## config.mk

```make
export PLATFORM = sky130hd
export DESIGN_NAME = if_id_buffer
export DESIGN_NICKNAME = d
export VERILOG_FILES = /design/src/rtl/if_id_buffer.sv
export SDC_FILE = /design/constraint.sdc
export NUM_CORES = 1
export LEC_CHECK = 0
export BUFFER_PORTS_ARGS = -buffer_cell sky130_fd_sc_hd__buf_2
export CAP_MARGIN = 10
export CORE_ASPECT_RATIO = 2
export CORE_MARGIN = 2
export CORE_UTILIZATION = 45
export DETAILED_ROUTE_END_ITERATION = 10
export PLACE_DENSITY = 0.7
export SYNTH_ARGS = -nofsm -noshare
export SYNTH_HDL_FRONTEND = slang
export SYNTH_SLANG_ARGS = --single-unit
export TNS_END_PERCENT = 100
```

## constraint.sdc

```tcl
create_clock -name clk -period 5.61 [get_ports clk]
set_clock_uncertainty 0.05 [all_clocks]
set_input_delay 0.561 -clock clk [delete_from_list [all_inputs] [get_ports clk]]
set_output_delay 0.561 -clock clk [all_outputs]
set_load 0.02 [all_outputs]
```

## src/rtl/if_id_buffer.sv

```systemverilog
// IF/ID pipeline buffer: 2-entry in-order FIFO between fetch and decode.
// Handles decode stalls, branch flushes and a syscall-based halt sequence
// (RUN -> DRAIN -> HALTED). Every output toward decode comes from a flop.
module if_id_buffer (
    input  logic        clk,
    input  logic        rst_b,
    input  logic        in_valid,
    output logic        in_ready,
    input  logic [31:0] PC_plus_4,
    input  logic [31:0] instruction,
    input  logic        flush,
    output logic        out_valid,
    input  logic        out_ready,
    output logic [31:0] PC_plus_4_copy,
    output logic [31:0] instruction_copy,
    output logic        halted
);

    typedef enum logic [1:0] {
        ST_RUN    = 2'd0,
        ST_DRAIN  = 2'd1,
        ST_HALTED = 2'd2
    } state_t;

    localparam logic [31:0] HALT_INSN = 32'h0000000C;

    state_t      state_q, state_d;
    logic [1:0]  count_q, count_d;
    logic [31:0] e0_pc_q, e0_pc_d;
    logic [31:0] e0_ins_q, e0_ins_d;
    logic [31:0] e1_pc_q, e1_pc_d;
    logic [31:0] e1_ins_q, e1_ins_d;
    logic        out_valid_q, out_valid_d;
    logic        halted_q, halted_d;
    logic        push_s;
    logic        pop_s;

    // Fetch may only push while running, with a free slot, not flushing and out of reset.
    assign in_ready = rst_b & (state_q == ST_RUN) & (count_q < 2'd2) & ~flush;
    assign push_s   = in_valid & in_ready;
    assign pop_s    = out_valid_q & out_ready;

    assign out_valid        = out_valid_q;
    assign halted           = halted_q;
    assign PC_plus_4_copy   = e0_pc_q;
    assign instruction_copy = e0_ins_q;

    // FIFO storage update; vacated slots are zeroed so an empty head reads as a NOP.
    always_comb begin
        count_d  = count_q;
        e0_pc_d  = e0_pc_q;
        e0_ins_d = e0_ins_q;
        e1_pc_d  = e1_pc_q;
        e1_ins_d = e1_ins_q;
        if (flush) begin
            count_d  = 2'd0;
            e0_pc_d  = 32'h0;
            e0_ins_d = 32'h0;
            e1_pc_d  = 32'h0;
            e1_ins_d = 32'h0;
        end else begin
            case ({push_s, pop_s})
                2'b11: begin
                    if (count_q == 2'd1) begin
                        // Head leaves while the new word takes its place.
                        e0_pc_d  = PC_plus_4;
                        e0_ins_d = instruction;
                        e1_pc_d  = 32'h0;
                        e1_ins_d = 32'h0;
                    end else begin
                        // Not reachable (push blocked at count 2); treat as pop.
                        e0_pc_d  = e1_pc_q;
                        e0_ins_d = e1_ins_q;
                        e1_pc_d  = 32'h0;
                        e1_ins_d = 32'h0;
                        count_d  = count_q - 2'd1;
                    end
                end
                2'b10: begin
                    if (count_q == 2'd0) begin
                        e0_pc_d  = PC_plus_4;
                        e0_ins_d = instruction;
                    end else begin
                        e1_pc_d  = PC_plus_4;
                        e1_ins_d = instruction;
                    end
                    count_d = count_q + 2'd1;
                end
                2'b01: begin
                    e0_pc_d  = e1_pc_q;
                    e0_ins_d = e1_ins_q;
                    e1_pc_d  = 32'h0;
                    e1_ins_d = 32'h0;
                    count_d  = count_q - 2'd1;
                end
                default: begin
                    count_d = count_q;
                end
            endcase
        end
    end

    // Halt sequencing: a pushed syscall drains the buffer, halting once it is consumed.
    always_comb begin
        state_d = state_q;
        case (state_q)
            ST_RUN: begin
                if (!flush && push_s && (instruction == HALT_INSN)) begin
                    state_d = ST_DRAIN;
                end else begin
                    state_d = ST_RUN;
                end
            end
            ST_DRAIN: begin
                if (flush) begin
                    state_d = ST_RUN;      // halt was on the wrong path
                end else if (pop_s && (e0_ins_q == HALT_INSN)) begin
                    state_d = ST_HALTED;
                end else begin
                    state_d = ST_DRAIN;
                end
            end
            ST_HALTED: begin
                state_d = ST_HALTED;
            end
            default: begin
                state_d = ST_RUN;
            end
        endcase
        out_valid_d = (count_d != 2'd0) & (state_d != ST_HALTED);
        halted_d    = (state_d == ST_HALTED);
    end

    // State and output registers with synchronous active-low reset.
    always_ff @(posedge clk) begin
        if (!rst_b) begin
            state_q     <= ST_RUN;
            count_q     <= 2'd0;
            e0_pc_q     <= 32'h0;
            e0_ins_q    <= 32'h0;
            e1_pc_q     <= 32'h0;
            e1_ins_q    <= 32'h0;
            out_valid_q <= 1'b0;
            halted_q    <= 1'b0;
        end else begin
            state_q     <= state_d;
            count_q     <= count_d;
            e0_pc_q     <= e0_pc_d;
            e0_ins_q    <= e0_ins_d;
            e1_pc_q     <= e1_pc_d;
            e1_ins_q    <= e1_ins_d;
            out_valid_q <= out_valid_d;
            halted_q    <= halted_d;
        end
    end

endmodule

```

==> impl_metrics.yaml <==
floorplan:
  ios: 136
  core_um2: 11400
  dieWidth_um: 80.2
  rows: 55
  start_util: 0.460
  die_h_um: 156
  die_area_um2: 12500
placed_design:
  gp_congestion: 0.892
  dp_hpwl_um: 9680
  port_buffers: 135
cts:
  cts.sinks: 134
  ctsResizeCount: 0
  h-tree-depth: 4
  ctsRootBufferMaster: "clkbuf_16"
  cts_made_buffers: 17
  clock_path_buffers: 2
  post-cts-setup-buffers: 0
  cts-hold-fix-buffers: 0
  cts_tree: "built"
  clock_latency_ns: 0.42
  clk_pin_slew_ns: 0.06
global_route:
  grt_pass1_vias: 4890
  grt.total_usage: 0.254
  overflow: 0
  grt_pass1_wl_um: 24500
  grt_max_degree: 105
  antenna_found_initial: 4
power_and_ir_drop:
  combPwrFrac: 0.082
  p_leak_nw: 2.62
  power_frac_clock: 0.488
  p_sw_frac: 0.244
  intPower_mw: 1.72
  p_switching_mw: 0.554
  peakVddDrop_uv: 225
  sequentialPowerShare: 0.429
  power.density_nw_per_um2: 345
worst_setup_path:
  worstSetupPathType: "flip-flop to flip-flop"
  worstRegToRegCells: 8
  max_stage_delay_ns: 0.78
  cp_cell_sequence: "nor2_1, and4_1, nand2_1, ha_1, mux2i_4, buf_4, a221oi_1, nor3_1"
  worstPathMaxFanout: 37
  cp_data_required_time_ns: 5.89
  crit_start: "state_q[1]"
  worst_path_max_delay_cell: "mux2i_4"
  worstSetupStartpointType: "flip-flop"
  rrSetupSlack_ns: 2.53
  crit_path_end: "instruction_copy[30]"
  r2r-start: "state_q[1]"
  r2r_end: "instruction_copy[30]"
  worstPathArrival_ns: 3.35
  cp-end-kind: "flip-flop"
synthesis:
  synth.area.top_cells: "dfxtp_1 51%, a221oi_1 11%, nor2_1 9.3%"
  synth_nets: 652
  ys_seq_elements: 134
  synth_edf_count: 0
  synth_area_um2: 5230
  synth_cells: 576
  yosysTopAreaCellShare: 0.513
  async_reset_ff_frac: 0
  yosysSeqAreaShare: 0.513
  syn_area_per_cell_um2: 9.08
  synth_warnings: 0
  synth_top_area_cell: "dfxtp_1"
  ys.flop_type: "dfxtp_1"
  yosysUniqueCellTypes: 33
  yosysMostFrequentCell: "dfxtp_1"
  synth_commonest_cells: "134 x dfxtp_1, 130 x nor2_1, 67 x nor3_1"
sta:
  whs_ns: 0.359
  fin_crit_ns: 3.08
  worstMarginPinSlew_ns: 1.08
  grt_setup_unrepaired: "no"
  report.final.hold_viol_count: 0
  period_share: 0.548
  drv_slew: 0
  setup_violations: 0
  setup_tns_ns: 0
  slew_headroom: 0.283
  clock.fmax_mhz: 325
job:
  drv_cap: 0
drt:
  dr.pass1.iters: 5
  via_count: 5091
  first_iter_violations: 408
  route.detailed.drc: 0
  detail-route-antenna-nets: 0
  wl_per_cell_um: 18.4
  drt_wl_total_um: 15500
  viasPerCell: 6.06
hold_path:
  min_path_type: "primary input to flip-flop"
  min_from: "PC_plus_4[8]"
final_layout:
  syn_to_final_growth_pct: 25.8
  drive_above_1_share: 0.263
  nFillCells: 1028
  fin_nets: 759
status:
  status: "finished, final reports clean"
-- cell type report --
type,instances,area (um^2),share of cell area
flip-flops and latches,134,2680,0.408
clock buffers,21,470,0.0716
well taps,142,178,0.0270
multi-input cells,381,2320,0.353
diodes,2,5.00,0.000761
repair buffers,142,766,0.116
clock inverters,11,124,0.0188
inverters,7,26.3,0.00400
-- sequential cells by signal (all words and copies together), names as in the netlist --
signal,flops
PC_plus_4_copy,32
e1_ins_q,32
e1_pc_q,32
instruction_copy,32
count_q,2
state_q,2
halted,1
out_valid,1
-- cells by family after synthesis --
family / share of synthesized area
AND/OR/NAND/NOR: 0.201
multiplexers: 0.00407
buffers and inverters: 0.0486
flip-flops: 0.513
AO/OA/AOI/OAI: 0.216
adder cells (fa/ha/maj): 0.0168
-- how the worst min path moves through the flow --
stage / end / cells past startpoint
floorplan: out_valid / 1
global placement: out_valid / 1
detailed placement: out_valid / 1
CTS: e1_pc_q[30] / 3
global route: e1_pc_q[7] / 3
finish: e1_pc_q[8] / 3
-- metal layers --
| layer | part of all wire | wire, um | track usage | vias to the layer above |
|---|---|---|---|---|
| li1 | - | - | - | 2362 |
| met1 | 0.37 | 5740 | 0.283 | 2410 |
| met2 | 0.52 | 8030 | 0.422 | 265 |
| met3 | 0.072 | 1110 | 0.0681 | 52 |
| met4 | 0.037 | 575 | 0.153 | 2 |
| met5 | 0.00084 | 13 | 0 | - |
-- power by group through the flow --
stage	Sequential, mW	Combinational, mW	Clock (mW)
floorplan	1.01	0.0926	0
global placement	0.995	0.179	0
detailed placement	0.996	0.183	0
CTS	0.975	0.184	1.13
global route	0.976	0.204	1.17
finish	0.975	0.187	1.11
-- worst max-delay path, delay by kind of cell (launching register included) --
| kind | cells | cell delay [ns] |
|---|---|---|
| adder cells (fa/ha/maj) | 1 | 0.40 |
| AND/OR/NAND/NOR | 4 | 0.73 |
| AO/OA/AOI/OAI | 1 | 0.15 |
| multiplexers | 1 | 0.78 |
| buffers and inverters | 1 | 0.53 |
| flip-flops | 1 | 0.33 |
-- placed cells by master (no fill, tap or decap), drive strengths merged, types with 3 or more instances in the layout --
master	synthesis	final
ha	7	7
inv	7	8
nand2	5	5
buf	28	142
nor4	12	12
a221oi	64	64
nor3	67	67
a22oi	64	64
clkbuf	26	21
dfxtp	134	134
nand2b	3	3
nand3	4	4
nor2b	4	4
clkinv	0	5
clkinvlp	0	3
nor2	130	130
-- per-stage QoR --
stage	cell area (um^2)	instances	total power, mW	setup WS [ns]	util
finish	6580	840	2.27	2.53	0.579
global route	6580	840	2.35	2.33	0.579
CTS	6510	835	2.28	2.53	0.573
detailed placement	5920	803	1.18	2.18	0.521
global placement	5920	803	1.17	2.33	0.521
floorplan	5230	576	1.10	2.88	-
Note: power is estimated with default switching activity, not from simulation.
